`src/rtl/and_isw_if.sv`:
```
// Operand/randomness/result bundle with valid/ready handshakes for the ISW AND gadget.
interface and_isw_if #(
    parameter int unsigned ORDER = 3,
    parameter int unsigned WIDTH = 1
);
    localparam int unsigned N  = ORDER + 1;
    localparam int unsigned NR = N * (N - 1) / 2;

    logic                  in_valid;
    logic                  in_ready;
    logic [N*WIDTH-1:0]    port_a;
    logic [N*WIDTH-1:0]    port_b;
    logic [NR*WIDTH-1:0]   port_r;
    logic                  out_valid;
    logic                  out_ready;
    logic [N*WIDTH-1:0]    port_c;

    modport master (
        output in_valid, port_a, port_b, port_r, out_ready,
        input  in_ready, out_valid, port_c
    );

    modport slave (
        input  in_valid, port_a, port_b, port_r, out_ready,
        output in_ready, out_valid, port_c
    );
endinterface

```
`src/rtl/and_isw_pipe.sv`:
```
// d-th order masked AND (ISW), three register levels with cross-products kept
// apart until registered; valid/ready pipeline with full stall and flush.
module and_isw_pipe #(
    parameter int unsigned ORDER = 3,
    parameter int unsigned WIDTH = 1
) (
    input  logic      clk,
    input  logic      reset,
    input  logic      flush,
    and_isw_if.slave  bus
);
    localparam int unsigned N  = ORDER + 1;
    localparam int unsigned NR = N * (N - 1) / 2;
    localparam int unsigned NW = $clog2(N);
    localparam int unsigned KW = (NR > 1) ? $clog2(NR) : 1;

    typedef logic [N-1:0][WIDTH-1:0]  shares_t;
    typedef logic [NR-1:0][WIDTH-1:0] rand_t;

    // Randomness word index for share pair (i,j), i<j.
    function automatic logic [KW-1:0] pair_idx(input int unsigned i, input int unsigned j);
        return KW'(j * (j - 1) / 2 + i);
    endfunction

    shares_t a_w;
    shares_t b_w;
    rand_t   r_w;

    assign a_w = bus.port_a;
    assign b_w = bus.port_b;
    assign r_w = bus.port_r;

    logic    adv;
    logic    v1, v2, v3;

    rand_t   zz_d, zz1_d;
    shares_t p_d, c_d;

    rand_t   s1_zz, s1_zz1, s1_r;
    shares_t s1_p;
    rand_t   s2_z, s2_r;
    shares_t s2_p;
    shares_t s3_c;

    assign adv           = !v3 || bus.out_ready;
    assign bus.in_ready  = adv;
    assign bus.out_valid = v3;
    assign bus.port_c    = s3_c;

    // Stage-1 products; the two cross terms of a pair stay in separate registers.
    always_comb begin
        zz_d  = '0;
        zz1_d = '0;
        p_d   = '0;
        for (int unsigned j = 1; j < N; j++) begin
            for (int unsigned i = 0; i < j; i++) begin
                zz_d[pair_idx(i, j)]  = r_w[pair_idx(i, j)] ^ (a_w[NW'(i)] & b_w[NW'(j)]);
                zz1_d[pair_idx(i, j)] = a_w[NW'(j)] & b_w[NW'(i)];
            end
        end
        for (int unsigned i = 0; i < N; i++) begin
            p_d[NW'(i)] = a_w[NW'(i)] & b_w[NW'(i)];
        end
    end

    // Output recombination: r goes to the lower share of a pair, z to the higher.
    always_comb begin
        c_d = s2_p;
        for (int unsigned j = 1; j < N; j++) begin
            for (int unsigned i = 0; i < j; i++) begin
                c_d[NW'(i)] = c_d[NW'(i)] ^ s2_r[pair_idx(i, j)];
                c_d[NW'(j)] = c_d[NW'(j)] ^ s2_z[pair_idx(i, j)];
            end
        end
    end

    // Data path loads on every advance; contents are don't-care behind a clear valid.
    always_ff @(posedge clk or negedge reset) begin
        if (!reset) begin
            s1_zz  <= '0;
            s1_zz1 <= '0;
            s1_r   <= '0;
            s1_p   <= '0;
            s2_z   <= '0;
            s2_r   <= '0;
            s2_p   <= '0;
            s3_c   <= '0;
        end else if (adv) begin
            s1_zz  <= zz_d;
            s1_zz1 <= zz1_d;
            s1_r   <= r_w;
            s1_p   <= p_d;
            s2_z   <= s1_zz ^ s1_zz1;
            s2_r   <= s1_r;
            s2_p   <= s1_p;
            s3_c   <= c_d;
        end
    end

    // Valid chain; flush drops everything in flight, including a beat offered with it.
    always_ff @(posedge clk or negedge reset) begin
        if (!reset) begin
            v1 <= 1'b0;
            v2 <= 1'b0;
            v3 <= 1'b0;
        end else if (flush) begin
            v1 <= 1'b0;
            v2 <= 1'b0;
            v3 <= 1'b0;
        end else if (adv) begin
            v1 <= bus.in_valid;
            v2 <= v1;
            v3 <= v2;
        end
    end
endmodule

```
`src/flat_wrapper.sv`:
```
// flat-port wrapper written by rule: the top's interface ports become plain ports
module and_isw_pipe_flat 
#(
    parameter int unsigned ORDER = 3,
    parameter int unsigned WIDTH = 1
)
  (clk, reset, flush, bus_in_valid, bus_port_a, bus_port_b, bus_port_r, bus_out_ready, bus_in_ready, bus_out_valid, bus_port_c);
  and_isw_if #(.ORDER(ORDER), .WIDTH(WIDTH)) bus_i ();
  input  logic clk;
  input  logic reset;
  input  logic flush;
  input wire logic [$bits(bus_i.in_valid)-1:0] bus_in_valid;
  input wire logic [$bits(bus_i.port_a)-1:0] bus_port_a;
  input wire logic [$bits(bus_i.port_b)-1:0] bus_port_b;
  input wire logic [$bits(bus_i.port_r)-1:0] bus_port_r;
  input wire logic [$bits(bus_i.out_ready)-1:0] bus_out_ready;
  output wire logic [$bits(bus_i.in_ready)-1:0] bus_in_ready;
  output wire logic [$bits(bus_i.out_valid)-1:0] bus_out_valid;
  output wire logic [$bits(bus_i.port_c)-1:0] bus_port_c;
  assign bus_i.in_valid = bus_in_valid;
  assign bus_i.port_a = bus_port_a;
  assign bus_i.port_b = bus_port_b;
  assign bus_i.port_r = bus_port_r;
  assign bus_i.out_ready = bus_out_ready;
  assign bus_in_ready = bus_i.in_ready;
  assign bus_out_valid = bus_i.out_valid;
  assign bus_port_c = bus_i.port_c;
  and_isw_pipe #(.ORDER(ORDER), .WIDTH(WIDTH)) u_core (.clk(clk), .reset(reset), .flush(flush), .bus(bus_i));
endmodule
```
`config.mk`:
```
export PLATFORM = sky130hd
export DESIGN_NAME = and_isw_pipe_flat
export DESIGN_NICKNAME = d
export VERILOG_FILES = /design/src/rtl/and_isw_if.sv /design/src/rtl/and_isw_pipe.sv /design/src/flat_wrapper.sv
export SDC_FILE = /design/constraint.sdc
export NUM_CORES = 1
export LEC_CHECK = 0
export CAP_MARGIN = 30
export CORE_ASPECT_RATIO = 2
export CORE_MARGIN = 2
export CORE_UTILIZATION = 54
export DETAILED_ROUTE_END_ITERATION = 8
export GPL_ROUTABILITY_DRIVEN = 0
export GPL_TIMING_DRIVEN = 0
export PLACE_DENSITY = 0.78
export SLEW_MARGIN = 10
export SYNTH_ARGS = -nofsm -noshare
export SYNTH_HDL_FRONTEND = slang
export SYNTH_SLANG_ARGS = --single-unit
export TNS_END_PERCENT = 10
```
`constraint.sdc`:
```
create_clock -name clk -period 1.55 [get_ports clk]
set_input_delay 0.3875 -clock clk [delete_from_list [all_inputs] [get_ports clk]]
set_output_delay 0.3875 -clock clk [all_outputs]
set_load 0.05 [all_outputs]
```
==> key figures, run 1 <==
Setup path
  • FF-to-FF setup slack: between 0.3 and 0.4 ns
  • Required time worst endpoint: roughly 1.2 ns
  • Crit-path most repeated cell: buf_12
  • Critical path fanouts, max: 2
  • Critical setup path kind: flop to output pin
  • Worst r2r src: u_core.bus.out_valid
  • Reg2Reg Depth: 6
  • Slowest stage delay, CP: ~0.36 ns
  • Worst Path Buf+Inv: 3
  • Crit. Startpoint: u_core.bus.out_valid
  • Crit-path cells: nor2b_4, inv_4, buf_12, buf_12
  • WP data arrival: roughly 1.1 ns
  • Nature of the critical path endpoint: output pin
  • Reg2reg end: u_core.v1
  • CP max-delay cell: dfrtp_2
  • CP top delay family: flip-flops
  • Setup crit start kind: flop

Final layout
  • Syn-to-layout area delta: 20.5%
  • ANT cells: 0
  • Fill count: slightly below 300
  • Nets: approximately 260
  • Layout cells sized above 1: 0.118
  • Non-Filler Instances: roughly 290

Clock tree
  • CTS HTree Levels: 2
  • Clock Tree Root: clkbuf_8
  • Sink Count: 45
  • Clock transition at path regs: around 0.08 ns
  • Num CTS Buffers: 5
  • CTS tree: yes
  • Clk buf depth: 2
  • Skew-Pair Late Insertion Delay: roughly 0.29 ns

Detailed routing
  • DRC violations left: 0
  • Routed Antenna Nets: 0
  • Drt first pass iters: 4
  • Via count: approximately 1400
  • 1st-iter DRT viols: 19
  • DR WL/cell: ~13 microns
  • Drt via density: slightly below 5
  • WL final: 3.69 mm

Hold path
  • Hold Crit Class: input port to async pin

Pwr
  • Clock power share: 0.259
  • Comb power frac: 0.212
  • Internal Power: 1.84 mW
  • Leak: approximately 1.1 nW
  • Flop pwr share: 0.529
  • NetSw: 0.797 mW
  • Net Sw Frac: 0.302
  • Worst vdd ir: around 0.86 mV
  • Pwr dens: between 1000 and 1500 nW/um^2

Logic synthesis
  • Post-synthesis sequential area ratio: 0.586
  • Ranking of synthesized cells by area: dfrtp_1 (59%), nand2_1 (18%), xnor2_1 (8.2%), o21ai_0 (3.4%), xor2_1 (2.7%)
  • Dominant cell type by area after synthesis: dfrtp_1
  • Post-Syn Nets: around 220
  • Synth top area share: 0.586
  • Synth Register Bits: between 40 and 50
  • Mean Syn Cell Area: 9.38 sq um
  • Synth Cell Area: about 1900 sq um
  • Total number of yosys warnings: 0
  • Yosys cell types: 13
  • Post-Syn Instances: between 200 and 250

Placed design
  • Inst Count DP: 278
  • Placed wire-length estimate: 2.73 mm
  • Port Buffers: 24
  • Setup WS pre-CTS: -1.04 ns

Floorplan
  • Die Footprint: 4080 sq um
  • I/O Pins: 25
  • Initial core utilization: 0.563
  • Core ar.: 3420 sq um
  • Row Count: 30
  • Die Width: ~46 microns
  • Die Height: 88.4 microns

GRT
  • Global-route wire length before repair: roughly 6.5 mm
  • Maximum number of pins on one net before global-route repair: 25
  • Vias in the first global route: between 1000 and 1500
  • Antenna violations before repair: 0
  • All-Layer GR Usage: 0.228
  • GRT overflow: 0

Timing
  • Endpoints failing hold: 0
  • Max Clock Freq: 656 MHz
  • Worst Slack Setup Final: between 0.02 and 0.03 ns
  • TNS Setup: 0 ns
  • RSZ-0062 raised after global routing: true
  • Final worst path period share: 0.983
  • Count of pins over their slew limit: 0
  • Clock Skew: between 0.005 and 0.006 ns
  • Worst Max-Slew Pin Slew: between 0.5 and 0.6 ns
  • Setup Viol. Count Final: 0
  • Max transition margin: 0.645
  • Min Tclk post-route: about 1.5 ns

Job
  • Max Cap Viol: 0

Outcome
  • Status: finished, final reports clean
==> area by class of cell <==
class	instances	area, sq um	area share
clock buffer	6	72.6	0.0313
sequential	45	1130	0.487
multi-input combinational	149	724	0.313
timing repair buffer	27	262	0.113
tap	48	60.1	0.0259
inverter	1	6.26	0.00270
buffer	8	55.1	0.0238
clock inverter	2	10.0	0.00432
==> cells in the mapped netlist <==
master   instances
nand2_1         94
nor2_1           2
inv_2            1
buf_2            7
buf_6            3
o21ai_0         13
xor2_1           6
dfrtp_1         45
xnor2_1         18
nor2b_4          1
nand3_1         10
o21ai_1          3
a21oi_1          2
==> layer usage <==
metal | part of all wire | global-route usage | vias to the layer above
met4 | 0.042 | 0.132 | 0
met5 | 0 | 0 | -
met1 | 0.39 | 0.258 | 660
met3 | 0.031 | 0.0429 | 14
li1 | - | - | 700
met2 | 0.54 | 0.380 | 32
==> logic make-up (layout without fill, tap and decap cells) <==
family	count (synthesis)	in the layout	synth area share
buffers and inverters	11	44	0.0377
XOR/XNOR	24	24	0.109
flip-flops	45	45	0.586
AO/OA/AOI/OAI	18	18	0.0468
AND/OR/NAND/NOR	107	107	0.221
==> how the worst max path moves through the flow <==
stage,to,slack (ns),depth (start not counted)
global placement,u_core.bus.out_valid,-1.21,1
floorplan,bus_in_ready,0.05,5
CTS,bus_port_c[0],-0.006,1
detailed placement,bus_in_ready,-1.04,7
global route,bus_in_ready,-0.01,4
finish,bus_in_ready,0.03,4
==> what timing repair did <==
action | in CTS | in global routing
setup buffers | 2 | 0
setup endpoints to repair | 6 | 6
resized for setup | 23 | 5
hold buffers | 0 | 0
==> cell usage in the layout, fill, tap and decap left out, drive strengths merged <==
cell type,count
nand3,10
nand2,94
nor2,2
nor2b,1
clkbuf,11
buf,13
xnor2,18
o21ai,16
dfrtp,45
dlygate4sd2,1
clkinv,2
inv,1
a21oi,2
xor2,6
clkdlybuf4s50,16
==> power groups by stage <==
stage               Clock [mW]  Combinational [mW]  Sequential (mW)
floorplan                    0               0.220             1.58
CTS                      0.709               0.591             1.40
global route             0.754               0.613             1.41
global placement             0               0.593             1.42
finish                   0.683               0.560             1.39
detailed placement           0               0.611             1.42
==> metrics by stage <==
step	hold slack (ns)	power, mW	utilization	area [sq um]
after floorplan	0.0919	1.80	-	1920
after global placement	0.449	2.01	0.651	2220
after detailed placement	0.395	2.03	0.658	2250
after CTS	0.0703	2.70	0.686	2340
after global routing	0.102	2.78	0.678	2320
final	0.0630	2.64	0.678	2320
==> state kept, by name, indices dropped and copies added, names as in the netlist <==
signal and cells:
u_core.s1_r 6, u_core.s1_zz1 6, u_core.s1_zz 6, u_core.s2_r 6
u_core.s2_z 6, u_core.bus.port_c 4, u_core.s1_p 4, u_core.s2_p 4
u_core.bus.out_valid 1, u_core.v1 1, u_core.v2 1
(Power assumes the default switching activity.)
==> run 2: changes to the inputs <==
--- a/config.mk
+++ b/config.mk
@@ -6,4 +6,5 @@
 export NUM_CORES = 1
 export LEC_CHECK = 0
+export ABC_CLOCK_PERIOD_IN_PS = 1550
 export CAP_MARGIN = 30
 export CORE_ASPECT_RATIO = 2
@@ -14,4 +15,5 @@
 export GPL_TIMING_DRIVEN = 0
 export PLACE_DENSITY = 0.78
+export REMOVE_ABC_BUFFERS = 1
 export SLEW_MARGIN = 10
 export SYNTH_ARGS = -nofsm -noshare
==> constraint.sdc (replaced) <==
create_clock -name clk -period 1.55 [get_ports clk]
set_input_delay 0.3875 -clock clk [delete_from_list [all_inputs] [get_ports clk]]
set_output_delay 0.3875 -clock clk [all_outputs]
set_load 0.02 [all_outputs]
==> run 2 against run 1 <==
  * Clock-buffer cell count increased by 2
  * Critical path type unchanged
  * Flip-flop and latch count unchanged
  * Global-route usage decreased by 0.68 points
  * Wire length increased by 2.7%
==> key figures, run 2 (same netlist as run 1, synthesis figures left out) <==
Timing
  • RSZ-0062 raised after global routing: true
  • Worst Max-Slew Pin Slew: 0.335 ns
  • Clock Skew: around 0.0036 ns
  • Max transition margin: 0.777
  • Max Clock Freq: between 600 and 700 MHz
  • Endpoints failing hold: 0
  • Setup Viol. Count Final: 0
  • Min Tclk post-route: around 1.5 ns
  • Final worst path period share: 0.968
  • Count of pins over their slew limit: 0

Placed design
  • Port Buffers: 24
  • Post-DP Area: ~2200 sq um
  • Placed wire-length estimate: roughly 2.2 mm

Floorplan
  • Initial core utilization: 0.563
  • I/O Pins: 25
  • Die Height: between 80 and 90 microns
  • Die Width: between 40 and 50 microns
  • Die Footprint: ~4100 sq um
  • Row Count: 30
  • Core ar.: 3420 sq um

Pwr
  • Leak: between 1 and 1.5 nW
  • Worst vdd ir: between 1 and 1.5 mV
  • Pwr dens: about 1100 nW/um^2
  • Final Power: about 2.6 mW

Clock tree
  • Clock Tree Root: clkbuf_8
  • Sink Count: 45
  • Clk buf depth: 2
  • Skew-Pair Late Insertion Delay: ~0.29 ns
  • CTS tree: yes
  • Num CTS Buffers: 5
  • CTS HTree Levels: 2
  • Clock transition at path regs: around 0.080 ns

GRT
  • Maximum number of pins on one net before global-route repair: 34
  • Antenna violations before repair: 0
  • GRT overflow: 0
  • Global-route wire length before repair: roughly 6.4 mm
  • All-Layer GR Usage: 0.221
  • Vias in the first global route: 1384

Final layout
  • Final instance area: 2430 sq um
  • Layout cells sized above 1: 0.0875
  • Highest-count cells in the layout ignoring fill and taps: nand2_1 (94), dfrtp_1 (45), xnor2_1 (18)
  • Fill count: between 200 and 300
  • Syn-to-layout area delta: 26.5%
  • ANT cells: 0
  • Most common cell after layout, fill and taps aside: nand2_1
  • Nets: 258
  • Layout Utilization: 0.712

Detailed routing
  • DRC violations left: 0
  • DR WL/cell: between 10 and 15 microns
  • WL final: between 3 and 4 mm
  • Via count: approximately 1400
  • Drt via density: 4.94
  • Drt first pass iters: 5
  • 1st-iter DRT viols: 33
  • Routed Antenna Nets: 0

Setup path
  • Setup crit start kind: flop
  • WP data arrival: 1.11 ns
  • Critical path fanouts, max: 3
  • Nature of the critical path endpoint: output pin
  • Critical setup path kind: flop to output pin
  • Worst Path Buf+Inv: 3
  • Crit-path cells: nor2b_4, buf_12, clkinv_16, buf_8
  • CP top delay family: flip-flops
  • CP max-delay cell: dfrtp_1
  • Required time worst endpoint: about 1.2 ns
  • Slowest stage delay, CP: between 0.3 and 0.4 ns

Hold path
  • Hold Crit Class: flop to flop

Outcome
  • Status: finished, final reports clean

Job
  • Max Cap Viol: 0
==> run 2: cell count changes in the layout (fill, tap and decap cells not counted), moves of 2 or more <==
cell           change
buf_2              -7
buf_4              +5
bufbuf_16          +2
clkbuf_1           +2
clkbuf_2           -5
clkinv_2           -2
dlygate4sd2_1      +5
==> run 2: area by class of cell <==
class	instances	area [sq um]	share of cell area
Inverter	1	30.0	0.0123
Multi-Input combinational cell	149	724	0.298
Timing Repair inverter	1	11.3	0.00463
Clock buffer	8	80.1	0.0329
Timing Repair Buffer	36	400	0.165
Tap cell	48	60.1	0.0247
Sequential cell	45	1130	0.463
==> run 2: metrics by stage <==
stage,hold WS (ns),instances,setup TNS (ns),setup WS (ns)
2_1_floorplan,0.0919,195,-10.50,-0.413
3_3_place_gp,0.450,267,-91.33,-1.79
3_5_place_dp,0.303,269,-16.77,-1.15
4_1_cts,0.473,284,-0.00522,-0.00522
5_1_grt,0.500,288,-0.00954,-0.00954
6_report,0.471,288,0,0.0495
==> run 2: routing by layer <==
metal | wire [microns] | up-vias | GRT usage | share of wire
li1 | - | 708 | - | -
met1 | 1520 | 675 | 0.268 | 0.40
met2 | 2090 | 35 | 0.362 | 0.55
met3 | 95 | 6 | 0.0367 | 0.025
met4 | 85 | 0 | 0.114 | 0.022
met5 | 0 | - | 0 | 0
==> run 2: path summary, 6_finish.rpt <==
check	startpoint	end	slack (ns)	cells past startpoint
setup reg to reg	u_core.bus.out_valid	u_core.s1_zz[2]	0.18	6
min in group asynchronous	reset	u_core.s2_p[3]	0.52	2
setup / recovery	u_core.bus.out_valid	bus_in_ready	0.05	4
max in group asynchronous	reset	u_core.v2	0.56	3
hold reg to reg	u_core.s1_r[0]	u_core.s1_r[0]	0.47	2
hold / removal	u_core.s1_r[0]	u_core.s1_r[0]	0.47	2
==> run 2: what timing repair did <==
action | CTS | global route
resized for setup | 18 | 1
gates cloned | 2 | 1
setup endpoints to repair | 34 | 1
pin swaps | 0 | 0
setup buffers | 4 | 3
endpoints found under the hold margin | 12 | 0
hold buffers | 1 | 0
==> run 2: power breakdown <==
group	leakage (nW)	internal, mW	total, mW	switching, mW
clock	0.0395	0.321	0.691	0.370
sequential	0.549	1.31	1.40	0.0824
combinational	0.538	0.238	0.470	0.232
==> run 2: worst reg2reg max path: cells and delay by family (launching register included) <==
kind	cells	cell delay, ns
compound gates	1	0.10
buf+inv	3	0.56
flops	1	0.38
simple gates	2	0.22
